--- src/rtl/match_sched_pkg.sv ---
// rtl/match_sched_pkg.sv - state encoding and constants shared by the match_scheduler slice
package match_sched_pkg;

  typedef enum logic [2:0] {
    IDLE,
    CHECK,
    ARM,
    LAUNCH,
    WAIT,
    REPORT,
    SEEK,
    FINISH
  } match_sched_state;

  localparam int NULL_CHAR = 0;

endpackage

--- src/rtl/match_watchdog.sv ---
// rtl/match_watchdog.sv - clear/enable cycle counter flagging expiry at TIMEOUT_CYCLES-1
module match_watchdog #(
  parameter int TIMEOUT_CYCLES = 64
) (
  input  logic clk,
  input  logic rst_n,
  input  logic clear,
  input  logic enable,
  output logic expired
);

  localparam int TW = $clog2(TIMEOUT_CYCLES);
  localparam logic [TW-1:0] LIMIT = TW'(TIMEOUT_CYCLES - 1);

  logic [TW-1:0] count;

  // Holds at the limit so a stalled caller never sees the flag drop by wrapping.
  always_ff @(posedge clk or negedge rst_n) begin
    if (!rst_n) begin
      count <= '0;
    end else if (clear) begin
      count <= '0;
    end else if (enable && (count != LIMIT)) begin
      count <= count + 1'b1;
    end
  end

  assign expired = (count == LIMIT);

endmodule

--- src/rtl/match_scheduler.sv ---
// rtl/match_scheduler.sv - runs the matcher over each zero-terminated word and streams one result per word
// Optional per-word found bitmap is built when MATCH_SCHED_BITMAP_EN is defined.
module match_scheduler
  import match_sched_pkg::*;
#(
  parameter int ADDR_WIDTH     = 4,
  parameter int DATA_WIDTH     = 8,
  parameter int CNT_WIDTH      = 4,
  parameter int TIMEOUT_CYCLES = 64
) (
  input  logic                    clk,
  input  logic                    rst_n,
  input  logic                    start,
  input  logic [ADDR_WIDTH-1:0]   input_base_addr,
  input  logic [ADDR_WIDTH-1:0]   input_end_addr,
  output logic [ADDR_WIDTH-1:0]   mem_addr_i,
  input  logic [DATA_WIDTH-1:0]   mem_data_i,
  input  logic [ADDR_WIDTH-1:0]   m_addr_i,
  output logic [ADDR_WIDTH-1:0]   m_input_start_addr,
  output logic                    m_cs,
  output logic                    m_rst_n,
  input  logic                    m_found,
  input  logic                    m_done,
  output logic                    res_valid,
  input  logic                    res_ready,
  output logic [CNT_WIDTH-1:0]    res_word_idx,
  output logic                    res_found,
  output logic                    res_timeout,
  output logic [CNT_WIDTH-1:0]    match_count,
  output logic                    busy,
  output logic                    done,
  output logic [2**CNT_WIDTH-1:0] found_bitmap
);

  match_sched_state state, state_d;

  logic [ADDR_WIDTH-1:0] ptr;
  logic [ADDR_WIDTH-1:0] ptr_next;
  logic [CNT_WIDTH-1:0]  word_idx;
  logic                  is_null;
  logic                  expired;
  logic                  handshake;

  assign ptr_next  = ptr + 1'b1;
  assign is_null   = (mem_data_i == DATA_WIDTH'(NULL_CHAR));
  assign handshake = (state == REPORT) && res_ready;

  match_watchdog #(
    .TIMEOUT_CYCLES(TIMEOUT_CYCLES)
  ) u_watchdog (
    .clk    (clk),
    .rst_n  (rst_n),
    .clear  (state == ARM),
    .enable (state == WAIT),
    .expired(expired)
  );

  always_ff @(posedge clk or negedge rst_n) begin
    if (!rst_n) begin
      state <= IDLE;
    end else begin
      state <= state_d;
    end
  end

  always_comb begin
    state_d    = state;
    mem_addr_i = ptr;
    case (state)
      IDLE:   if (start) state_d = CHECK;
      CHECK: begin
        if ((ptr == input_end_addr) || is_null) state_d = FINISH;
        else                                    state_d = ARM;
      end
      ARM: begin
        mem_addr_i = m_addr_i;
        state_d    = LAUNCH;
      end
      LAUNCH: begin
        mem_addr_i = m_addr_i;
        state_d    = WAIT;
      end
      WAIT: begin
        mem_addr_i = m_addr_i;
        if (m_done || expired) state_d = REPORT;
      end
      REPORT: if (res_ready) state_d = SEEK;
      SEEK: begin
        if (is_null)                          state_d = CHECK;
        else if (ptr_next == input_end_addr)  state_d = FINISH;
      end
      FINISH:  state_d = IDLE;
      default: state_d = IDLE;
    endcase
  end

  // Datapath; m_rst_n is registered from the next state so it is a clean one-cycle low in ARM.
  always_ff @(posedge clk or negedge rst_n) begin
    if (!rst_n) begin
      ptr                <= '0;
      word_idx           <= '0;
      match_count        <= '0;
      m_input_start_addr <= '0;
      m_rst_n            <= 1'b0;
      res_found          <= 1'b0;
      res_timeout        <= 1'b0;
    end else begin
      m_rst_n <= (state_d != ARM);
      case (state)
        IDLE: begin
          if (start) begin
            ptr         <= input_base_addr;
            word_idx    <= '0;
            match_count <= '0;
          end
        end
        CHECK: if (state_d == ARM) m_input_start_addr <= ptr;
        ARM: begin
          res_found   <= 1'b0;
          res_timeout <= 1'b0;
        end
        WAIT: begin
          if (m_done)       res_found   <= m_found;
          else if (expired) res_timeout <= 1'b1;
        end
        REPORT: begin
          if (res_ready && res_found && (match_count != {CNT_WIDTH{1'b1}}))
            match_count <= match_count + 1'b1;
        end
        SEEK: begin
          if (is_null) begin
            ptr      <= ptr_next;
            word_idx <= word_idx + 1'b1;
          end else if (ptr_next != input_end_addr) begin
            ptr <= ptr_next;
          end
        end
        default: ;
      endcase
    end
  end

`ifdef MATCH_SCHED_BITMAP_EN
  logic [2**CNT_WIDTH-1:0] bitmap_q;

  always_ff @(posedge clk or negedge rst_n) begin
    if (!rst_n) begin
      bitmap_q <= '0;
    end else if ((state == IDLE) && start) begin
      bitmap_q <= '0;
    end else if (handshake) begin
      bitmap_q[word_idx] <= res_found;
    end
  end

  assign found_bitmap = bitmap_q;
`else
  assign found_bitmap = '0;
`endif

  assign res_valid    = (state == REPORT);
  assign res_word_idx = word_idx;
  assign m_cs         = (state == LAUNCH);
  assign busy         = (state != IDLE);
  assign done         = (state == FINISH);

endmodule

--- config.mk ---
export PLATFORM = sky130hd
export DESIGN_NAME = match_scheduler
export DESIGN_NICKNAME = d
export VERILOG_FILES = /design/src/rtl/match_sched_pkg.sv /design/src/rtl/match_watchdog.sv /design/src/rtl/match_scheduler.sv
export SDC_FILE = /design/constraint.sdc
export NUM_CORES = 1
export LEC_CHECK = 0
export ABC_AREA = 1
export CAP_MARGIN = 30
export CORE_MARGIN = 2
export CORE_UTILIZATION = 49
export DETAILED_ROUTE_END_ITERATION = 10
export PLACE_DENSITY = 0.86
export SETUP_SLACK_MARGIN = 0.15
export SYNTH_ARGS = -nofsm -noshare
export SYNTH_HDL_FRONTEND = slang
export SYNTH_SLANG_ARGS = --single-unit
--- constraint.sdc ---
create_clock -name clk -period 3.85 [get_ports clk]
set_clock_uncertainty 0.2 [all_clocks]
set_input_delay 0.77 -clock clk [delete_from_list [all_inputs] [get_ports clk]]
set_output_delay 0.77 -clock clk [all_outputs]
set_load 0.05 [all_outputs]
Word-level counts from Yosys, hierarchy flattened --
Index checks and enable logic that the tools add are counted.
Word-level totals: word-level logic and storage cells 78, RAM bits 0, flip-flop bits (word level) 28, memories 0, output and inout bits 39, bits in latches 0, input bits 26, ROM bits 0
Operators by class: bitwise logic cells 0, multipliers 0, equality and inequality tests 22, $lt $le $gt $ge 0, multiplexer cells 24, divide/modulo/power cells 0, shifts and indexed selects 0, add/sub/neg operators 4, reduce and logical (&&, ||, !) cells 19
Operators with widths (number):
- two-way mux 4 bit | 7
- one-hot mux 3 bit (8 select lines) | 1
- one-hot mux 4 bit (2 select lines) | 3
- two-way mux 3 bit | 6
- adder 4 x 1 -> 4 bit (second input constant) | 3
- == test 3 bit (second input constant) | 4
- two-way mux 6 bit | 2
- AND reduction 3 bit | 4
- != test 2 bit (second input constant) | 5
- == test 3 x 2 -> 1 bit (second input constant) | 3
- == test 4 bit | 2
- logical NOT 8 bit | 1
- nonzero test 2 bit | 4
- adder 6 x 1 -> 6 bit (second input constant) | 1
- == test 6 bit (second input constant) | 1
- != test 6 bit (second input constant) | 1
- != test 4 bit | 1
- != test 4 bit (second input constant) | 1
- one-hot mux 1 bit (2 select lines) | 2
- AND reduction 2 bit | 2
- == test 3 x 1 -> 1 bit (second input constant) | 1
- logical AND 1 bit | 3
- logical NOT 3 bit | 1
- two-way mux 1 bit | 3
- 6 further kinds | 7

Depth between registers and ports, before layout --
word-level depth 7, mapped depth 14

By module --
From an unflattened synthesis, not the netlist that was laid out.
Second synthesis, totals: cells, all modules 263, area, all modules 1939.4 um^2
Modules (own cells, without submodules):
- match_scheduler | seq. area each 550.5 um^2, area each 1540.2 um^2, instances 1, cells each 210
- match_watchdog | seq. area each 150.1 um^2, area each 399.1 um^2, instances 1, cells each 53

Worst setup path after synthesis --
OpenSTA, ideal clock, no wires.
path kind reg2out, start register state[0], end output mem_addr_i[0], path buffers 1, arrival time 2.174 ns, cell stages (with the launch flop) 7, required time 2.880 ns, slack 0.706 ns, cell sequence dfrtp_1 buf_6 nand2_1 nor2_1 nor2_1 nand2_1 o21ai_0
Between the ends: cells in the longest elaborated chain, start to end 3, elaborated cells between the ends (all ways) 5, those cells by class 3 x eq/ne; 1 x mux; 1 x reduce/logical
RTL lines:
- from (decl) | line match_scheduler.sv:35 | match_sched_state state, state_d;
- from (signal assigned) | line match_scheduler.sv:62 | state <= state_d;
- == test 3 x 2 -> 1 bit
- named net m_cs | line match_scheduler.sv:20 | output logic m_cs,
- OR reduction 3 bit (no line)
- two-way mux 4 bit | line match_scheduler.sv:69 | case (state)
- to (decl) | line match_scheduler.sv:16 | output logic [ADDR_WIDTH-1:0] mem_addr_i,
The timed path passes the listed nets, and every way through them passes these cells.

Final worst setup path --
start register state[0], end output mem_addr_i[0]
Between the ends: cells in the longest elaborated chain, start to end 3, elaborated cells between the ends (all ways) 5, those cells by class 3 x eq/ne; 1 x mux; 1 x reduce/logical
RTL lines (line):
- == test 3 x 2 -> 1 bit or == test 3 bit (tied branches) | match_scheduler.sv:69
- OR reduction 3 bit (no line) (*)
- two-way mux 4 bit (*) | match_scheduler.sv:69
Every way passes the cells marked *; elsewhere a longest branch is shown, timed or not.

==> impl_metrics.ini <==
[cts]
cts_setup_buffers = 0
clk_latency_ns = 0.27
cts_buffers = 3
clock_sinks = 28
ctsHtreeMaxLevel = 1
hold_buffers = 0
clock-root-buffer = clkbuf_8
cts_resized = 0
tritoncts = yes
clockBufferDepth = 2
cts.clk_slew.worst_paths_ns = 0.09

[power]
clkPwrFrac_pct = 8.1
p_leak_nw = 1.19
vdd_drop_max_mv = 0.591
p_int_w = 0.000869
power.share.sequential_pct = 26.1
p_switching_w = 0.00105
p_per_area_nw_per_um2 = 821
combPwrFrac_pct = 65.8
swShare_pct = 54.8

[synth]
synthTopCellsByCount = nand2_1 (71), inv_1 (32), dfrtp_1 (28), nor2_1 (25)
synth-edff-count = 0
synth_area_leader_cell = dfrtp_1
synth-adder-area-share_pct = 2.72
synth-seq-cells = 28
netlist_top_cells_area = dfrtp_1 (38%), nand2_1 (14%), buf_4 (6.5%)
ys_seq_area_share_pct = 38.1
synth_xor_area_share_pct = 1.91
synthMuxAreaShare_pct = 1.09
yosysTopAreaCellShare_pct = 38.1
synth_area_per_cell_um2 = 7.26
ys_warn_count = 0
ys.flop_type = dfrtp_1
async_flop_share_pct = 100
yosys.area_share.simple_pct = 30.7
synth_cell_types = 30
synth_area_um2 = 1840
synth-compound-area-share_pct = 10.6
synth_top_family_by_area = simple AND/OR/NAND/NOR gates
synth_cells = 253
synth.most_common_cell = nand2_1

[global_route]
antenna_found_initial = 0
grt_first_pass_wirelength_um = 6500
grt_pass1_vias = 1519
grt_usage_pct = 18.9
grt_max_degree = 29
grt-ovfl-total = 0

[placement]
place_ws_ns = 0.685
gp_congestion = 0.840
portBuffers = 48
dp.cells = 347
hpwl_um = 2960
dpl_cell_area_um2 = 2300

[sta]
max_freq_ghz = 0.292
fin_crit_sh_pct = 89.1
tightest_slew_ns = 0.512
drv_slew = 0
setup_slack_ns = 0.422
fin_crit_ns = 3.43
finalSetupTns_ns = 0
relSlewSlack_pct = 65.7
hold_viol_final = 0
setup_viol = 0
rsz0062_at_grt = no

[critical_path]
critical_path.max_fanout = 9
critPathRequiredTime_ns = 2.88
crit_path_start_kind = register
critical_path.cell_chain = nor2_1 -> nand2_2 -> nand2_1 -> nand2_1 -> o21ai_0 -> clkdlybuf4s50_1
cpMaxStageDelayCell = clkdlybuf4s50_1
critPathMaxStageDelay_ns = 0.84
cpMostUsedCell = nand2_1
endpoint_kind = output pin
arrival_ns = 2.46
path_class = register to output pin

[cells_and_area]
area_growth_pct = 27.4
diodes = 0
stdcell_area_um2 = 2340
fin_cells = 350
drive_gt1_share_pct = 5.30
nNetsFinal = 334

[die]
die-area_um2 = 4260
rows = 22
die_w_um = 65.2
dieHeight_um = 65.2
io_pins = 65
core_um2 = 3630
start_util_pct = 50.6

[route]
route.vias.total = 1631
ant_nets = 0
first_pass_iters = 4
post_drt_wl_per_cell_um = 10.6
drt_iter0_markers = 74
drc = 0
vias_per_cell = 4.66
totalWireLength_um = 3700

[job]
cap_violations = 0

[worst_hold_path]
hold_path_class = register to register

[status]
status = complete, no violations
==> worst max-delay path: cells and delay by family, from the launching register on <==
kind / cells / cell delay [ns]
AOI/OAI and AO/OA: 1 / 0.09
DFF: 1 / 0.48
buffers and inverters: 1 / 0.84
and+or+nand+nor: 4 / 0.77
==> path summary, 6_finish.rpt <==
check / from / end / slack (ns) / cells after the start
worst max-delay path: state[0]$_DFF_PN0_ / mem_addr_i[0] / 0.42 / 6
worst min-delay path: res_word_idx[3]$_DFFE_PN0P_ / res_word_idx[3]$_DFFE_PN0P_ / 0.28 / 1
min in group asynchronous: rst_n / u_watchdog.count[3]$_DFFE_PN0P_ / 0.67 / 2
worst max register to register: ptr[0]$_DFFE_PN0P_ / m_input_start_addr[2]$_DFFE_PN0P_ / 1.79 / 12
max in group asynchronous: rst_n / m_input_start_addr[3]$_DFFE_PN0P_ / 2.51 / 2
worst min register to register: res_word_idx[3]$_DFFE_PN0P_ / res_word_idx[3]$_DFFE_PN0P_ / 0.28 / 1
==> power groups by stage <==
stage                     sequential [W]  combinational [W]  clock, W
after detailed placement        0.000507            0.00126         0
final                           0.000502            0.00126  0.000156
after global routing            0.000519            0.00139  0.000171
after global placement          0.000506            0.00124         0
after CTS                       0.000502            0.00127  0.000158
after floorplan                 0.000625           0.000826         0
==> state kept, by name (all words and copies together) (netlist names) <==
register and flops:
m_input_start_addr 4, m_rst_n 1, match_count 4, ptr 4, res_found 1, res_timeout 1
res_word_idx 4, state 3, u_watchdog.count 6
==> metal layers <==
| layer | part of all wire, % | global-route usage (%) | up-vias | routed length, µm |
|---|---|---|---|---|
| met1 | 46 | 23.1 | 725 | 1690 |
| met3 | 4.9 | 2.57 | 2 | 180 |
| met2 | 49 | 35.3 | 40 | 1810 |
| met5 | 0 | 0 | - | 0 |
| met4 | 0.68 | 3.91 | 0 | 25 |
| li1 | - | - | 864 | - |
==> layout by cell type, fill, tap and decap left out, drive strengths merged <==
| master | n |
|---|---|
| inv | 34 |
| nor2 | 26 |
| nand2 | 75 |
| xor2 | 2 |
| clkdlybuf4s50 | 48 |
| or2 | 2 |
| ha | 4 |
| o21a | 1 |
| nand3 | 18 |
| nor3 | 6 |
| a221oi | 1 |
| buf | 1 |
| o22ai | 1 |
| a21oi | 12 |
| o31ai | 1 |
| dfrtp | 28 |
| nand4 | 1 |
| o211ai | 1 |
| mux2i | 2 |
| xnor2 | 2 |
| clkbuf | 3 |
| conb | 16 |
| o21ai | 17 |
==> cell families (layout without fill, tap and decap cells) <==
group                    Yosys count  after routing
AO/OA/AOI/OAI                     34             34
buffers and inverters             52             86
multiplexers                       2              2
AND/OR/NAND/NOR                  128            128
adder cells (fa/ha/maj)            4              4
flip-flops                        28             28
other                              1             16
XOR/XNOR                           4              4
==> final cells by class <==
| class | instances | area (µm²) |
|---|---|---|
| multi-input combinational | 188 | 923 |
| inverter | 34 | 128 |
| fill | 346 | 1290 |
| clock buffer | 3 | 41.3 |
| sequential | 28 | 701 |
| timing repair buffer | 49 | 488 |
| tap | 48 | 60.1 |
==> per-stage QoR <==
stage | power, W | util, % | hold slack [ns]
finish | 0.00192 | 64.4 | 0.275
CTS | 0.00193 | 64.4 | 0.279
floorplan | 0.00145 | - | 0.271
global placement | 0.00175 | 63.3 | 0.266
detailed placement | 0.00177 | 63.3 | 0.264
global route | 0.00208 | 64.4 | 0.303
(Power assumes the default switching activity.)
